[config.mk]
export PLATFORM = sky130hd
export DESIGN_NAME = ucore_fire_ctrl
export DESIGN_NICKNAME = d
export VERILOG_FILES = /design/src/rtl/ucore_fire_ctrl.sv
export SDC_FILE = /design/constraint.sdc
export NUM_CORES = 1
export LEC_CHECK = 0
export CORE_ASPECT_RATIO = 1.75
export CORE_MARGIN = 4
export CORE_UTILIZATION = 25
export CTS_BUF_LIST = sky130_fd_sc_hd__clkbuf_4 sky130_fd_sc_hd__clkbuf_8
export DETAILED_ROUTE_END_ITERATION = 6
export SLEW_MARGIN = 0
export SYNTH_ARGS = -nofsm -noshare
export SYNTH_HDL_FRONTEND = slang
export SYNTH_SLANG_ARGS = --single-unit
[constraint.sdc]
create_clock -name clk -period 2.1 [get_ports clk]
set_input_delay 0.63 -clock clk [delete_from_list [all_inputs] [get_ports clk]]
set_output_delay 0.63 -clock clk [all_outputs]
set_load 0.02 [all_outputs]
[src/rtl/ucore_fire_ctrl.sv]
// Firing controller for one RipTide ucore. It waits for all configured operands,
// launches the FU, counts out its latency, and offers the result over valid/ready.
module ucore_fire_ctrl #(
    parameter int DATA_WIDTH = 32,
    parameter int NUM_INPUTS = 2,
    parameter int LAT_WIDTH  = 4
) (
    input  logic                  clk,
    input  logic                  reset,
    input  logic                  cfg_valid,
    input  logic [NUM_INPUTS-1:0] cfg_in_mask,
    input  logic [LAT_WIDTH-1:0]  cfg_latency,
    output logic                  cfg_ready,
    input  logic [NUM_INPUTS-1:0] in_valid,
    output logic [NUM_INPUTS-1:0] in_consume,
    output logic                  fu_start,
    input  logic [DATA_WIDTH-1:0] fu_result,
    output logic                  out_valid,
    input  logic                  out_ready,
    output logic [DATA_WIDTH-1:0] out_data,
    output logic                  busy
);

    typedef enum logic [1:0] {
        UNCFG = 2'd0,
        IDLE  = 2'd1,
        EXEC  = 2'd2,
        OUT   = 2'd3
    } state_t;

    state_t                  state_q, state_d;
    logic [NUM_INPUTS-1:0]   mask_q, mask_d;
    logic [LAT_WIDTH-1:0]    lat_q, lat_d;
    logic [LAT_WIDTH-1:0]    cnt_q, cnt_d;
    logic [DATA_WIDTH-1:0]   data_q, data_d;
    logic                    fire_cond;
    logic                    do_fire;

    assign fire_cond = (mask_q != '0) && ((in_valid & mask_q) == mask_q);

    always_comb begin
        state_d    = state_q;
        mask_d     = mask_q;
        lat_d      = lat_q;
        cnt_d      = cnt_q;
        data_d     = data_q;
        do_fire    = 1'b0;
        cfg_ready  = 1'b0;
        out_valid  = 1'b0;
        in_consume = '0;
        fu_start   = 1'b0;

        case (state_q)
            UNCFG: begin
                cfg_ready = 1'b1;
                if (cfg_valid) begin
                    mask_d  = cfg_in_mask;
                    lat_d   = cfg_latency;
                    state_d = IDLE;
                end
            end
            IDLE: begin
                cfg_ready = 1'b1;
                // A configuration write wins over a simultaneous firing opportunity.
                if (cfg_valid) begin
                    mask_d = cfg_in_mask;
                    lat_d  = cfg_latency;
                end else if (fire_cond) begin
                    do_fire = 1'b1;
                end
            end
            EXEC: begin
                cnt_d = cnt_q - LAT_WIDTH'(1);
                if (cnt_q <= LAT_WIDTH'(1)) begin
                    data_d  = fu_result;
                    state_d = OUT;
                end
            end
            OUT: begin
                out_valid = 1'b1;
                if (out_ready) begin
                    if (fire_cond) begin
                        do_fire = 1'b1;
                    end else begin
                        state_d = IDLE;
                    end
                end
            end
            default: state_d = UNCFG;
        endcase

        if (do_fire) begin
            if (lat_q == '0) begin
                data_d  = fu_result;
                state_d = OUT;
            end else begin
                cnt_d   = lat_q;
                state_d = EXEC;
            end
            // Strobes are suppressed while reset is asserted so no operand is lost.
            if (!reset) begin
                in_consume = mask_q;
                fu_start   = 1'b1;
            end
        end
    end

    always_ff @(posedge clk) begin
        if (reset) begin
            state_q <= UNCFG;
            mask_q  <= '0;
            lat_q   <= '0;
            cnt_q   <= '0;
            data_q  <= '0;
        end else begin
            state_q <= state_d;
            mask_q  <= mask_d;
            lat_q   <= lat_d;
            cnt_q   <= cnt_d;
            data_q  <= data_d;
        end
    end

    assign out_data = data_q;
    assign busy     = (state_q == EXEC) || (state_q == OUT);

endmodule
## After elaboration in Yosys (flattened, before gate mapping)

Cells that the tools add are included.

- Bits in registers: 44
- Bits in latches: 0
- RAM bits: 0
- Bits in read-only memories: 0
- Input bits: 44
- Output and inout bits: 38
- Word-level logic and storage cells: 49
- Memories: 0

- Add/sub/neg operators: 1
- $mul: 0
- Div/mod/pow operators: 0
- Order comparisons: 1
- Eq/ne operators: 8
- Shift operators: 0
- Multiplexer cells: 24
- Bitwise operators: 1
- Reductions and logical operators: 9

Operator list:

| kind | count |
|---|---|
| $mux W32 | 4 |
| $mux W2 | 7 |
| $mux W4 | 3 |
| $ne A3 B3 Y1 const B | 4 |
| $mux W1 | 8 |
| $pmux W2 S3 | 1 |
| $reduce_and A5 Y1 | 1 |
| $eq A2 B2 Y1 const B | 2 |
| $le A4 B1 Y1 const B | 1 |
| $logic_not A4 Y1 | 1 |
| $reduce_bool A4 Y1 | 1 |
| $sub A4 B1 Y4 const B | 1 |
| $and A2 B2 Y2 | 1 |
| $eq A2 B1 Y1 const B | 1 |
| $eq A2 B2 Y1 | 1 |
| $logic_not A2 Y1 | 1 |
| $pmux W1 S2 | 1 |
| $reduce_and A2 Y1 | 1 |
| $reduce_bool A2 Y1 | 1 |
| $reduce_or A2 Y1 | 1 |
| $logic_and A1 B1 Y1 | 1 |
| $logic_or A1 B1 Y1 | 1 |

## Depth between registers and ports, before layout

Gate-level depths: netlist of run 1.

- Depth after elaboration: 8
- Mapped depth: 7
- Gate-level depth less buffers: 6

## Worst setup path before layout of run 1

Ideal clock, no wire load.

- Kind: flip-flop to output port
- Start: register state_q[0]
- End: output port fu_start
- Arrival time: 1.600 ns
- Data required time: 1.470 ns
- Slack: -0.130 ns
- Stages on the path, launching flop included: 5
- Path buffers: 0
- Path through: dfxtp_1 -> ha_1 -> nand2_1 -> a211o_1 -> nor2_1

- Word-level cells in the longest chain between the ends: 3
- Elaborated cells between the ends (all ways): 4
- Those cells by class: eq/ne (2); mux (2)

Ends and longest elaborated chain:

| element | line | RTL |
|---|---|---|
| start, declared | 31 | `state_t state_q, state_d;` |
| start signal, assigned | 116 | `state_q <= state_d;` |
| $eq A2 B2 Y1 / $eq A2 B1 Y1 (equally long branches) | 53 | `case (state_q)` |
| $pmux W1 S2 (*) | 53 |  |
| $mux W1 (*) | 92 | `if (do_fire) begin` |
| end, declared | 16 | `output logic fu_start,` |

Mark *: on every way between the ends. The rest lies on a longest branch, timed or not.

## Worst setup path after layout of run 1

- Start: input port in_valid[0]
- End: output port fu_start

- Word-level cells in the longest chain between the ends: 7
- Elaborated cells between the ends (all ways): 8
- Those cells by class: eq/ne (1); mux (5); bitwise (1); reduce/logical (1)

Ends and longest elaborated chain:

| element | line | RTL |
|---|---|---|
| start, declared | 14 | `input logic [NUM_INPUTS-1:0] in_valid,` |
| $and A2 B2 Y2 (*) | 39 | `assign fire_cond = (mask_q != '0) && ((in_valid & mask_q) == mask_q);` |
| $eq A2 B2 Y1 (*) | 39 |  |
| $logic_and A1 B1 Y1 (*) | 39 |  |
| $mux W1 (*) | 68, 82 |  |
| $mux W1, on equally long branches | 81, 65 |  |
| $pmux W1 S2 (*) | 53 |  |
| $mux W1 (*) | 92 |  |

Marked as above.

==> results.txt, run 1 <==
- Summed over all cells, the static leakage comes to 0.00149 uW.
- Total power for the finished layout comes to 1750 uW.
- Final Hold Vio Count: 0
* FFs w/ async S/R, synth: 0
- The worst register-to-register path begins at state_q[1]$_SDFFE_PP0P_.
- Die extent in y: 126 um
* Number of global-route vias before repair: 1,827
- Worst Setup SP: in_valid[0]
- Of the total power, registers draw 0.505.
- In the routed design, unresolved DRC markers number 0.
- Compared with the post-synthesis result, the final layout area differs by 61.8%.
- Via count: 1,756
- Post-route setup slack: -0.0496 ns
- Origin of the worst min-delay path: out_data[7]$_SDFF_PP0_
* Min Tclk post-route: 2.15 ns
- Fmax: 465 MHz
- The cell sitting at the root of the clock tree is a clkbuf_8.
- Data required time at the worst endpoint: 1.47 ns
- At the end of the flow, the number of nets in the layout was 364.
- In the final layout, the multi-input gates occupy 0.00109 sq mm.
- For this run, the number of Yosys warnings is 0.
- Most common cell after layout, fill and taps aside: clkdlybuf4s50_1
- In this run the tightest slew margin relative to its limit is 0.685.
- Dividing the final minimum period by the clock period gives 1.02.
- Detailed placement HPWL: 3980 um
- IO Count: 82
- For the final database, setup skew stands at 0.00637 ns.
* Core Region: 0.00762 sq mm
- The setup check on the worst reg-to-reg path leaves a slack of 0.30 ns.
- Max VDD drop: 255 uV
* Number of input and output port buffers inserted: 81
* Worst skew pair latency: 0.29 ns
- The number of antenna violations at the first check in global routing is 0.
- Power Internal: 1290 uW
* Sequential share of the synthesized area: 0.446
- Clock tree synthesis found a total of 44 sinks.
* Number of buffers on the longest clock path: 2
* Effective utilization at floorplan: 0.259
- DRT iter0 DRCs: 55
- By startpoint and endpoint, the worst setup path is classified as input port to output pin.
- Clock tree from TritonCTS: built
* Number of slew-limit violations in the final report: 0
* FF/Latch Area: 888 sq um
- Total Neg Setup Slack: -0.0653 ns
- Cells after Synth: 215
- For the worst setup path, the data arrival time is 1.52 ns.
- Fraction of layout cells with a size suffix above 1: 0.175
* Launching element type of the critical path: input port
- Summed over all nets, the switching power comes to 455 uW.
* TritonCTS Buffers: 5
- For this design the ratio of total power to cell area is 548 mW/mm^2.
- In the routed layout, each cell is associated on average with a via count of 4.37.
- Number of flops mapped to enable cells by yosys: 0
- After clock tree synthesis, the clock-pin slew on the worst setup and hold paths is 0.07 ns.
- Maximum number of pins on one net before global-route repair: 35
- Number of core rows: 42
- Hold_buf cts: 0
- The most used flip-flop cell after synthesis is dfxtp_1.
- The worst register-to-register path has a depth of 9.
- Routed Antenna Nets: 0
* Number of cells traversed by the worst hold path: 2
- Count of unique library cells instantiated by Yosys: 29
* Post-Route WL: 5260 um
- Wire length of the first global-routing pass: 8420 um
- Violated checks: setup timing
- The number of antenna diodes in the final layout is 0.
- The H-tree was split into 2 levels.
- The average instance in the mapped netlist occupies 9.18 sq um.
- Flops & latches, synth: 44
- GR Util All Layers: 0.114
- Setup repair after global routing could not meet its margin everywhere.
- The pre-antenna-repair detailed-routing pass consisted of 4 iterations.
- Post-Synthesis Net Count: 265
* Proportion of power drawn by the clock network: 0.298
- Number of failing setup endpoints in the final timing report: 3
- The share of total power dissipated in combinational logic is 0.196.
- X dimension of the die: 75.2 um
- The flow ran to the end, but the final reports show violations.
* Fill cell total of the finished layout: 775
- Hold Path Class: flop to flop
* Gr ovfl total: 0
- Final hold analysis gives a worst-case slack of 0.469 ns.
- At the pin with the least slew margin, the transition time is 0.469 ns.
- At the end of routability-driven placement, the weighted congestion stood at 0.870.
- Switching share of total power: 0.260
- Of all nets on the critical path, the largest fanout is 3.
* Reported max-cap violation count: 0
* Average wire per standard cell: 13.1 um
- After synthesis the cells add up to 0.00197 sq mm.
* Leading cell types in the layout, fill and taps excluded: clkdlybuf4s50_1, nand2_1, dfxtp_1
- The die covers 0.00943 sq mm.
- Critical path endpoint category: output pin
-- area by class of cell --
cell class	instances	area share
Multi-Input combinational cell	151	0.340
Timing Repair Buffer	103	0.310
Sequential cell	44	0.278
Tap cell	88	0.0345
Clock buffer	6	0.0239
Inverter	9	0.0121
Clock inverter	1	0.00157
-- registers in the layout, indices dropped and copies added, names as in the netlist --
signal / cells
mask_q: 2
state_q: 2
out_data: 32
cnt_q: 4
lat_q: 4
-- Yosys cell counts, drive strengths merged, types with 2 or more instances --
| cell | count | area share |
|---|---|---|
| or2 | 2 | 0.0063 |
| nand2 | 67 | 0.13 |
| clkbuf | 7 | 0.013 |
| and3 | 2 | 0.0063 |
| nor2 | 10 | 0.019 |
| nand2b | 2 | 0.0063 |
| xor2 | 2 | 0.0089 |
| inv | 9 | 0.017 |
| a22o | 4 | 0.018 |
| dfxtp | 44 | 0.45 |
| a21oi | 3 | 0.013 |
| mux2i | 39 | 0.20 |
| buf | 4 | 0.020 |
| ha | 6 | 0.038 |
| nor3 | 2 | 0.0051 |
-- path summary, 6_finish.rpt --
| kind | end |
|---|---|
| setup / recovery | fu_start |
| hold / removal | out_data[7]$_SDFF_PP0_ |
| hold reg to reg | out_data[7]$_SDFF_PP0_ |
| setup reg to reg | out_data[14]$_SDFF_PP0_ |
-- metal layers --
metal,share of wire,vias to the layer above,GRT usage
met5,0,-,0
met4,0.029,0,0.0587
met3,0.057,8,0.0249
met2,0.54,50,0.198
met1,0.37,792,0.125
li1,-,906,-
-- cell families after synthesis --
family | synth area share
AND/OR/NAND/NOR | 0.183
flip-flops | 0.446
multiplexers | 0.198
buffers and inverters | 0.0501
AO/OA/AOI/OAI | 0.0710
adder cells (fa/ha/maj) | 0.0380
XOR/XNOR | 0.0133
-- timing repair --
item,CTS,global route
pin swaps,4,6
setup endpoints to repair,6,4
resized for setup,54,11
buffers inserted,2,3
-- stage by stage --
stage,instances,worst slack (ns),util,instance area [sq um]
6_report,402,-0.0496,0.419,3190
2_1_floorplan,215,0.0101,-,1980
4_1_cts,400,-0.0983,0.412,3140
3_5_place_dp,391,-0.859,0.393,2990
3_3_place_gp,391,-0.846,0.393,2990
5_1_grt,402,-0.107,0.419,3190
-- worst max-delay path, cell delays in order --
cell and delay, ns:
dlygate4sd2_1 0.23, mux2i_4 0.09, a211o_1 0.29, nor2_2 0.14
buf_6 0.13
-- power groups by stage --
stage / clock (uW) / sequential (uW) / combinational, uW
floorplan: 0 / 911 / 136
global placement: 0 / 899 / 310
detailed placement: 0 / 899 / 314
CTS: 552 / 884 / 330
global route: 568 / 887 / 375
finish: 522 / 884 / 344
No activity file was read; power rests on OpenSTA's default activity.
==> run 2, diff against run 1 <==
==> constraint.sdc (replaced) <==
create_clock -name clk -period 2.1 [get_ports clk]
set_input_delay 0.42 -clock clk [delete_from_list [all_inputs] [get_ports clk]]
set_output_delay 0.42 -clock clk [all_outputs]
set_load 0.02 [all_outputs]
==> results.txt, run 2 (synthesis results as in run 1) <==
- Critical path endpoint category: output pin
- Cell internal power was estimated by the tool at 1320 uW.
- Routability-driven placement finished with a final weighted congestion of 0.844.
- Critical path's slowest cell: clkdlybuf4s50_1
* Pwr/cell area: 574 mW/mm^2
- Data required time at the worst endpoint: 1.68 ns
- GR Util All Layers: 0.114
- Clock tree from TritonCTS: built
- The number of failing hold endpoints at the final stage was 0.
* Gr ovfl total: 0
* Number of input and output port buffers inserted: 81
* Final worst-path cycle share: 0.982
* Max VDD drop: 370 uV
* Fill cell total of the finished layout: 771
- Leaving out fill and tap cells, the most frequent cell in the layout is clkdlybuf4s50_1.
* Routed Antenna Nets: 0
- Core Region: 0.00762 sq mm
- The worst setup path is launched from an input port.
* Cell breakdown of the critical path: clkdlybuf4s50_1 > nand2_2 > a211o_1 > nor2_2 > buf_4
* Die extent in y: 126 um
- The register with the most flip-flops in the layout has 32 of them.
- Antenna diode count: 0
- WP data arrival: 1.64 ns
- IO Count: 82
- TritonCTS created 5 clock buffers.
- After detailed routing, the number of remaining DRC violations is 0.
* Fin Clk Skew: 0.00436 ns
- Number of core rows: 42
- Final net count: 356
- The worst setup path is of the input port to output pin kind.
- The first global-routing pass estimated 8320 um of wire.
- Number of global-route vias before repair: 1,750
* Maximum number of pins on one net before global-route repair: 35
- Along the worst path, the maximum fanout reaches 3.
- The smallest clock period supported by the final layout is computed as 2.06 ns.
* Via count: 1,754
- Clock-pin slew was measured on the worst setup and hold paths at 0.08 ns.
- Worst skew pair latency: 0.30 ns
- The count of final max-slew check failures was 0.
* Transition time at the pin with the least slew margin: 0.384 ns
* Post-Route WL: 5050 um
- Hold Path Class: flop to flop
- From left edge to right edge, the die measures 75.2 um.
- Worst rel slew slack: 0.737
* Fmax: 485 MHz
* Number of buffers on the longest clock path: 2
- The share of total power dissipated in combinational logic is 0.173.
* Average wire per standard cell: 12.8 um
- CTS HTree Levels: 2
* Result of the run: completed
- Root buffer selected by CTS: clkbuf_8
- Leading cell types in the layout, fill and taps excluded: clkdlybuf4s50_1, nand2_1, dfxtp_1
- Iteration count of the initial detailed-routing pass: 5
* Switching share of total power: 0.246
- Summed over all nets, the switching power comes to 431 uW.
- Fraction of layout cells with a size suffix above 1: 0.121
- Reported max-cap violation count: 0
* Ratio of routed vias to standard cells: 4.44
- Die area: 0.00943 sq mm
- The tree built by TritonCTS fans out to 44 sinks.
* Area grow syn2layout: 54.9%
- The detailed router finished its first iteration with 66 violations.
* Power share of the sequential group: 0.501
- RSZ-0062 raised after global routing: false
- Number of failing setup endpoints in the final timing report: 0
- Effective utilization at floorplan: 0.259
* Fraction of the core area covered by cells at the end of the flow: 0.401
* Detailed placement HPWL: 3850 um
* Design Power: 1750 uW
- In this design, the stage delay of the slowest critical-path cell is 0.51 ns.
* Reg2Reg Setup Slack: 0.27 ns
- The share of total power dissipated in the clock network is 0.326.
- For this design the static power due to leakage is 0.00144 uW.
* Hold_buf cts: 0
- Initial antenna violation count: 0
-- run 2: changes by cell type in the layout (fill, tap and decap cells not counted), sizes merged --
cell | before | now
dlymetal6s2s | 0 | 1
buf | 28 | 17
clkbuf | 7 | 9
clkdlybuf4s15 | 0 | 1
dlygate4sd2 | 4 | 0
clkdlybuf4s50 | 70 | 75
clkinv | 1 | 0
-- run 2: cell type report --
cell class	count	area [sq um]	share of cell area
sequential	44	882	0.289
multi-input combinational	151	1010	0.329
inverter	9	33.8	0.0111
tap	88	110	0.0360
timing repair buffer	95	927	0.303
clock buffer	8	97.6	0.0319
-- run 2: worst paths after layout --
kind	cells after the start	endpoint	start
setup reg to reg	9	out_data[19]$_SDFF_PP0_	state_q[0]$_SDFFE_PP0P_
hold / removal	2	out_data[25]$_SDFF_PP0_	out_data[25]$_SDFF_PP0_
hold reg to reg	2	out_data[25]$_SDFF_PP0_	out_data[25]$_SDFF_PP0_
setup / recovery	5	fu_start	out_ready
-- run 2: worst max-delay path: cells and delay by family --
| family | cells | cell delay [ns] |
|---|---|---|
| compound gates | 1 | 0.35 |
| simple gates | 2 | 0.22 |
| buf+inv | 2 | 0.66 |
-- run 2: metrics by stage --
stage	hold slack [ns]	worst slack, ns	instance area [sq um]	std cells	setup TNS [ns]
floorplan	0.492	0.0805	1970	215	0
global placement	0.456	-0.475	2950	386	-1.26
detailed placement	0.461	-0.484	2950	386	-1.36
CTS	0.474	0.000278	3040	394	0
global route	0.491	0.00340	3060	395	0
finish	0.471	0.0383	3060	395	0
-- run 2: metal layers --
| metal | part of all wire | global-route usage | vias to the layer above | wire length, um |
|---|---|---|---|---|
| li1 | - | - | 889 | - |
| met1 | 0.37 | 0.123 | 808 | 1890 |
| met2 | 0.54 | 0.199 | 51 | 2720 |
| met3 | 0.064 | 0.0289 | 6 | 324 |
| met4 | 0.022 | 0.0515 | 0 | 109 |
| met5 | 0 | 0 | - | 0 |
-- run 2: repair_timing --
item	in CTS	in global routing
pin swaps	1	1
endpoints found under the setup margin	5	5
resized for setup	18	6
setup buffers	0	1
-- run 2: power groups by stage --
stage | Combinational, uW | Clock (uW) | Sequential (uW)
final | 303 | 572 | 879
after global routing | 332 | 636 | 885
after CTS | 308 | 609 | 879
after detailed placement | 303 | 0 | 899
after global placement | 301 | 0 | 898
after floorplan | 136 | 0 | 911
